[config.mk]
export PLATFORM = sky130hd
export DESIGN_NAME = mips_mem_arbiter
export DESIGN_NICKNAME = d
export VERILOG_FILES = /design/src/rtl/mips_arb_pkg.sv /design/src/rtl/mips_arb_timer.sv /design/src/rtl/mips_mem_arbiter.sv
export SDC_FILE = /design/constraint.sdc
export NUM_CORES = 1
export LEC_CHECK = 0
export ABC_AREA = 1
export CAP_MARGIN = 30
export CORE_ASPECT_RATIO = 0.5
export CORE_UTILIZATION = 45
export CTS_BUF_LIST = sky130_fd_sc_hd__clkbuf_4
export DETAILED_ROUTE_END_ITERATION = 8
export PLACE_DENSITY = 0.88
export SYNTH_ARGS = -nofsm -noshare
export SYNTH_HDL_FRONTEND = slang
export SYNTH_SLANG_ARGS = --single-unit
export TNS_END_PERCENT = 10
[constraint.sdc]
create_clock -name clk -period 4.25 [get_ports clk]
set_clock_uncertainty 0.15 [all_clocks]
set_input_delay 1.0625 -clock clk [delete_from_list [all_inputs] [get_ports clk]]
set_output_delay 1.0625 -clock clk [all_outputs]
set_load 0.02 [all_outputs]
[src/rtl/mips_arb_pkg.sv]
// mips_arb_pkg
// Shared types for the MIPS unified-memory arbiter.
//   arb_state_e : arbiter FSM states (IDLE, IFETCH, DATA, DONE)
//   GNT_*       : grant encoding produced by the fixed-priority selector
//   arb_grant   : fixed-priority selector (data before fetch)
package mips_arb_pkg;

    typedef enum logic [1:0] {
        IDLE   = 2'd0,
        IFETCH = 2'd1,
        DATA   = 2'd2,
        DONE   = 2'd3
    } arb_state_e;

    localparam logic [1:0] GNT_NONE = 2'b00;
    localparam logic [1:0] GNT_IF   = 2'b01;
    localparam logic [1:0] GNT_D    = 2'b10;

    // Data accesses win over fetches so a load/store of the current
    // instruction always retires before the next instruction is fetched.
    function automatic logic [1:0] arb_grant(input logic if_req, input logic d_req);
        logic [1:0] gnt;
        if (d_req) begin
            gnt = GNT_D;
        end else if (if_req) begin
            gnt = GNT_IF;
        end else begin
            gnt = GNT_NONE;
        end
        return gnt;
    endfunction

endpackage

[src/rtl/mips_arb_timer.sv]
// mips_arb_timer
// Watchdog for an outstanding memory request. Only built when the
// MEM_TIMEOUT_EN macro is defined.
// Ports:
//   clk, rst : clock and synchronous active-high reset
//   clr      : zero the count (held while no transaction is outstanding)
//   en       : count one cycle of waiting for mem_ack
//   expire   : TIMEOUT cycles of waiting have elapsed (this is the last one)
`ifdef MEM_TIMEOUT_EN
module mips_arb_timer #(
    parameter int TIMEOUT = 15
) (
    input  logic clk,
    input  logic rst,
    input  logic clr,
    input  logic en,
    output logic expire
);

    localparam int CW = $clog2(TIMEOUT + 1);

    logic [CW-1:0] count_q;
    logic [CW-1:0] count_d;

    // The count is zero on the first waiting cycle, so the TIMEOUT-th
    // waiting cycle is the one where count_q reaches TIMEOUT-1.
    assign expire = en & (count_q == CW'(TIMEOUT - 1));

    // Next count: clear, advance while waiting, otherwise hold.
    always_comb begin
        count_d = count_q;
        if (clr) begin
            count_d = {CW{1'b0}};
        end else if (en && !expire) begin
            count_d = count_q + CW'(1);
        end else begin
            count_d = count_q;
        end
    end

    // Count register.
    always_ff @(posedge clk) begin
        if (rst) begin
            count_q <= {CW{1'b0}};
        end else begin
            count_q <= count_d;
        end
    end

endmodule
`endif

[src/rtl/mips_mem_arbiter.sv]
// mips_mem_arbiter
// Shares one single-ported memory between the MIPS instruction-fetch port
// and data port. Accesses are serialised with a req/ack handshake toward
// memory; a combinational stall holds the core until every access it has
// requested has completed. Data has fixed priority over fetch.
//
// Ports:
//   clk, rst               : clock, synchronous active-high reset
//   if_req/if_addr         : fetch request (held until if_valid) and address
//   if_rdata/if_valid      : registered fetched word, one-cycle done pulse
//   d_read/d_write         : data request (held until d_valid); both = write
//   d_addr/d_wdata         : data address and store data
//   d_rdata/d_valid        : registered load data, one-cycle done pulse
//   mem_req/mem_we         : memory request (held until mem_ack), write enable
//   mem_addr/mem_wdata     : memory address / write data, stable during mem_req
//   mem_rdata/mem_ack      : memory read data, one-cycle completion
//   stall                  : freeze core PC / register writes
//   mem_err                : sticky timeout flag
//
// Optional feature: define MEM_TIMEOUT_EN to abandon a request after TIMEOUT
// cycles without mem_ack (valid pulse with zero data, sticky mem_err).
// Without it the arbiter waits indefinitely and mem_err stays 0.
module mips_mem_arbiter
    import mips_arb_pkg::*;
#(
    parameter int AW      = 32,
    parameter int DW      = 32,
    parameter int TIMEOUT = 15
) (
    input  logic          clk,
    input  logic          rst,
    input  logic          if_req,
    input  logic [AW-1:0] if_addr,
    output logic [DW-1:0] if_rdata,
    output logic          if_valid,
    input  logic          d_read,
    input  logic          d_write,
    input  logic [AW-1:0] d_addr,
    input  logic [DW-1:0] d_wdata,
    output logic [DW-1:0] d_rdata,
    output logic          d_valid,
    output logic          mem_req,
    output logic          mem_we,
    output logic [AW-1:0] mem_addr,
    output logic [DW-1:0] mem_wdata,
    input  logic [DW-1:0] mem_rdata,
    input  logic          mem_ack,
    output logic          stall,
    output logic          mem_err
);

    arb_state_e    state_q,     state_d;
    logic          mem_req_q,   mem_req_d;
    logic          mem_we_q,    mem_we_d;
    logic [AW-1:0] mem_addr_q,  mem_addr_d;
    logic [DW-1:0] mem_wdata_q, mem_wdata_d;
    logic [DW-1:0] if_rdata_q,  if_rdata_d;
    logic [DW-1:0] d_rdata_q,   d_rdata_d;
    logic          if_valid_q,  if_valid_d;
    logic          d_valid_q,   d_valid_d;
    logic          mem_err_q,   mem_err_d;

    logic          d_req_s;
    logic [1:0]    gnt_s;
    logic          busy_s;
    logic          timeout_s;

    assign d_req_s = d_read | d_write;
    assign gnt_s   = arb_grant(if_req, d_req_s);
    assign busy_s  = (state_q == IFETCH) || (state_q == DATA);

`ifdef MEM_TIMEOUT_EN
    logic tmr_expire_s;

    mips_arb_timer #(
        .TIMEOUT (TIMEOUT)
    ) u_timer (
        .clk    (clk),
        .rst    (rst),
        .clr    (~busy_s),
        .en     (busy_s),
        .expire (tmr_expire_s)
    );

    assign timeout_s = tmr_expire_s;
`else
    assign timeout_s = 1'b0;
`endif

    // Arbitration, handshake sequencing and result capture.
    always_comb begin
        state_d     = state_q;
        mem_req_d   = mem_req_q;
        mem_we_d    = mem_we_q;
        mem_addr_d  = mem_addr_q;
        mem_wdata_d = mem_wdata_q;
        if_rdata_d  = if_rdata_q;
        d_rdata_d   = d_rdata_q;
        if_valid_d  = 1'b0;
        d_valid_d   = 1'b0;
        mem_err_d   = mem_err_q;

        case (state_q)
            IDLE: begin
                case (gnt_s)
                    GNT_D: begin
                        state_d     = DATA;
                        mem_req_d   = 1'b1;
                        mem_we_d    = d_write;   // read+write counts as a write
                        mem_addr_d  = d_addr;
                        mem_wdata_d = d_wdata;
                    end
                    GNT_IF: begin
                        state_d     = IFETCH;
                        mem_req_d   = 1'b1;
                        mem_we_d    = 1'b0;
                        mem_addr_d  = if_addr;
                        mem_wdata_d = {DW{1'b0}};
                    end
                    default: begin
                        state_d   = IDLE;
                        mem_req_d = 1'b0;
                    end
                endcase
            end
            IFETCH: begin
                // An ack on the timeout cycle is a normal completion.
                if (mem_ack) begin
                    state_d    = DONE;
                    mem_req_d  = 1'b0;
                    mem_we_d   = 1'b0;
                    if_rdata_d = mem_rdata;
                    if_valid_d = 1'b1;
                end else if (timeout_s) begin
                    state_d    = DONE;
                    mem_req_d  = 1'b0;
                    mem_we_d   = 1'b0;
                    if_rdata_d = {DW{1'b0}};
                    if_valid_d = 1'b1;
                    mem_err_d  = 1'b1;
                end else begin
                    mem_req_d  = 1'b1;
                end
            end
            DATA: begin
                if (mem_ack) begin
                    state_d   = DONE;
                    mem_req_d = 1'b0;
                    mem_we_d  = 1'b0;
                    d_valid_d = 1'b1;
                    // Stores leave the last load result in place.
                    if (!mem_we_q) begin
                        d_rdata_d = mem_rdata;
                    end else begin
                        d_rdata_d = d_rdata_q;
                    end
                end else if (timeout_s) begin
                    state_d   = DONE;
                    mem_req_d = 1'b0;
                    mem_we_d  = 1'b0;
                    d_rdata_d = {DW{1'b0}};
                    d_valid_d = 1'b1;
                    mem_err_d = 1'b1;
                end else begin
                    mem_req_d = 1'b1;
                end
            end
            DONE: begin
                // Bubble cycle: the requester sees its valid and drops or
                // changes its request before the next arbitration.
                state_d   = IDLE;
                mem_req_d = 1'b0;
            end
            default: begin
                state_d   = IDLE;
                mem_req_d = 1'b0;
                mem_we_d  = 1'b0;
            end
        endcase
    end

    // State and output registers.
    always_ff @(posedge clk) begin
        if (rst) begin
            state_q     <= IDLE;
            mem_req_q   <= 1'b0;
            mem_we_q    <= 1'b0;
            mem_addr_q  <= {AW{1'b0}};
            mem_wdata_q <= {DW{1'b0}};
            if_rdata_q  <= {DW{1'b0}};
            d_rdata_q   <= {DW{1'b0}};
            if_valid_q  <= 1'b0;
            d_valid_q   <= 1'b0;
            mem_err_q   <= 1'b0;
        end else begin
            state_q     <= state_d;
            mem_req_q   <= mem_req_d;
            mem_we_q    <= mem_we_d;
            mem_addr_q  <= mem_addr_d;
            mem_wdata_q <= mem_wdata_d;
            if_rdata_q  <= if_rdata_d;
            d_rdata_q   <= d_rdata_d;
            if_valid_q  <= if_valid_d;
            d_valid_q   <= d_valid_d;
            mem_err_q   <= mem_err_d;
        end
    end

    assign mem_req   = mem_req_q;
    assign mem_we    = mem_we_q;
    assign mem_addr  = mem_addr_q;
    assign mem_wdata = mem_wdata_q;
    assign if_rdata  = if_rdata_q;
    assign d_rdata   = d_rdata_q;
    assign if_valid  = if_valid_q;
    assign d_valid   = d_valid_q;
    assign mem_err   = mem_err_q;

    // The core is held while any of its requests is still outstanding.
    assign stall = (if_req & ~if_valid_q) | (d_req_s & ~d_valid_q);

endmodule

==> summary.md <==
The category of the worst setup path capture point is an output port. The global-route wire length before repair is 25010 µm, and the detail-routed net length per standard cell is 14.14 µm. The number of max-slew violations in the final report came out at 0. The count of warnings emitted by yosys was 0; the all-layer global routing usage was 25.68%. The post-route fraction of the period consumed by the critical path is 86.68%. The logs give 0 for the initial antenna violation count and 0.01132 mm² for the placeable core region. Across the run, the number of max-cap violations was 0.

At the placement stage, the worst setup path has a slack of 0.5906 ns. For this run, the share of the core covered by cells in the final layout is 72.54%. Insertion delay of the later-clocked pin in the worst-skew pair: 0.49 ns. Clock tree synthesis inserted a total of 17 buffers. Leaving out fill and tap cells, the most frequent cell in the layout is sky130_fd_sc_hd__clkdlybuf4s50_1. The tools report the number of setup buffers added after CTS as 0. Summed over all nets, the half-perimeter wirelength after detailed placement is 11250 µm. The number of endpoints with negative hold slack in the final report was 0; the transition time at the pin with the least slew margin was 1.012 ns. The vertical die dimension came out at 79.34 µm.

The design draws 4.489 mW. The first routing iteration left 371 violations. Kind of launch point of the worst setup path: an input pin. Based on the critical path, the design can be clocked at up to 271.5 MHz.

VDD sags by at most 0.0002702 V. The run gives 32.49% as the max-slew headroom at the worst pin. In the layout the commonest cells are 265 x sky130_fd_sc_hd__clkdlybuf4s50_1, 198 x sky130_fd_sc_hd__nand2_1, 134 x sky130_fd_sc_hd__dfxtp_1.

The first-pass iteration count of the detailed router is 4. Synthesis instantiated 28 different standard cells from the library. For this configuration, the core starts out at a cell density of 47.56%.

The path class of the tightest hold or removal check is flop to flop. Ranked by total cell area, the synthesized netlist is headed by sky130_fd_sc_hd__dfxtp_1 50%, sky130_fd_sc_hd__nand2_1 14%, sky130_fd_sc_hd__nor2_1 9.3%. The number of nets handed over by synthesis was 849. The run gives 0 as the number of DRC violations after detailed routing. The analysis attributes to cell leakage a power of 3.285 nW. The maximum fanout along the worst path came out at 3.

The number of antenna diodes in the final layout is 0. In the post-route analysis, the smallest setup slack over all paths is 0.5663 ns. Average instance area after synthesis: 7.581 µm².

The vias after detailed routing came out at 5490. The total negative slack for setup checks is 0 ns, and the power per cell area is 546.8 mW/mm². The number of nets in the layout is 1090, and the number of top-level pins is 268.

The flip-flop and latch count after synthesis was 134; the final critical-path required period was 3.684 ns. TritonCTS built the clock tree. In this run the remaining antenna-violating nets after routing total 0. After synthesis, flip-flops and latches occupy 49.84% of the total area. Setup violations remaining at the end of the flow were counted as 0. The count of buffers added on input and output ports is 266. After technology mapping, the gate count stands at 710. The post-route netlist has 6.639% of its cells at a drive strength greater than 1. The run gives 0 as the global route total overflow. The flow ran to the end, and the final reports show no timing, DRC or antenna violations.

For the required time at the endpoint of the critical path, the log shows 3.04 ns. Entering global routing, the biggest net connects 70 pins. Dividing the detail-routed via count by the number of cells gives 4.889. Clock-pin slew was measured on the worst setup and hold paths at 0.11 ns. The floorplan step defined a die boundary enclosing 0.01243 mm². In this run the cell area of the synthesized design comes to 0.005383 mm². The clock net in this run drives a total of 134 sinks. The arrival time reported for the critical path endpoint is 2.47 ns, and the area overhead of the layout relative to synthesis is 52.51%. For the quantity of gates resized following cts, the log shows 0. For this design, the CTS-stage hold fixing added 0 buffers. The synthesized design devotes to its leading area cell type 49.84% of total area. The cell taking the most area after synthesis is sky130_fd_sc_hd__dfxtp_1.

The run gives 5329 as the via count of the first global-routing pass. The tools report the final RePlAce weighted congestion as 0.8764. After detailed routing, the total wire length is 15870 µm.

The count of standard-cell rows is 27, and the maximum buffer depth of the clock tree is 2. In this run the horizontal extent of the chip is 156.7 µm. The tree is rooted in a sky130_fd_sc_hd__clkbuf_4. Setup repair after global routing left no endpoint under its margin. CTS built an H-tree with a depth of 4. The critical path class was input pin to output port. The filler cells instantiated in the layout total 847.
## kinds of logic after synthesis
group,share of synthesized area [%]
simple gates,27.75
compound gates,13.97
flops,49.84
buf+inv,7.206
fa+ha+maj,1.162
other cells,0.06967
## worst max-delay path: stages
cell,delay (ns)
sky130_fd_sc_hd__clkdlybuf4s50_1,0.54
sky130_fd_sc_hd__inv_4,0.05
sky130_fd_sc_hd__o22ai_1,0.14
sky130_fd_sc_hd__clkdlybuf4s50_1,0.67
## layer usage
layer  track usage [%]  share of wire (%)
met5                 0                  0
met1             27.12                 41
met3             7.260                5.5
met4             11.86                3.4
met2             47.81                 50
## area by class of cell
cell class	instances	area, µm²	share of cell area, %
multi-input cells	515	2312	28.17
clock buffers	18	135.1	1.646
well taps	159	198.9	2.423
clock inverters	14	110.1	1.341
repair buffers	273	2730	33.26
flip-flops and latches	134	2683	32.68
inverters	10	40.04	0.4877
## path summary, 6_finish.rpt
path | startpoint | endpoint | slack, ns | cells after the start
worst min register to register | mem_wdata[25]$_SDFFE_PP0P_ | mem_wdata[25]$_SDFFE_PP0P_ | 0.32 | 2
worst max-delay path | if_req | stall | 0.57 | 4
worst min-delay path | mem_wdata[25]$_SDFFE_PP0P_ | mem_wdata[25]$_SDFFE_PP0P_ | 0.32 | 2
worst max register to register | state_q[0]$_SDFFE_PP0P_ | d_rdata[20]$_SDFFE_PP0P_ | 1.90 | 8
## power breakdown
part / switching, mW / internal, mW
Clock: 0.475 / 0.292
Combinational: 1.16 / 0.856
Sequential: 0.150 / 1.55
Total: 1.79 / 2.70
## state kept, by name (all words and copies together) (netlist names)
register   cells
d_rdata       32
if_rdata      32
mem_addr      32
mem_wdata     32
state_q        2
d_valid        1
if_valid       1
mem_req        1
mem_we         1
## stage by stage
stage | cell area [µm²] | cells | hold WS (ns)
final | 8209 | 1123 | 0.3192
after global routing | 8209 | 1123 | 0.3309
after CTS | 8209 | 1123 | 0.3189
after detailed placement | 7964 | 1091 | 0.3008
after global placement | 7936 | 1090 | 0.2975
after floorplan | 5383 | 710 | 0.3797
## synthesized netlist by cell type, drive strengths merged
master and number:
nand2 201, ha 5, o22ai 1, nor2 136, dfxtp 134, inv 10, clkbuf 13, conb 1
a21oi 67, o21ai 68, nand3 34, a31oi 1, and3 1, buf 38
No activity file was read; power rests on OpenSTA's default activity.
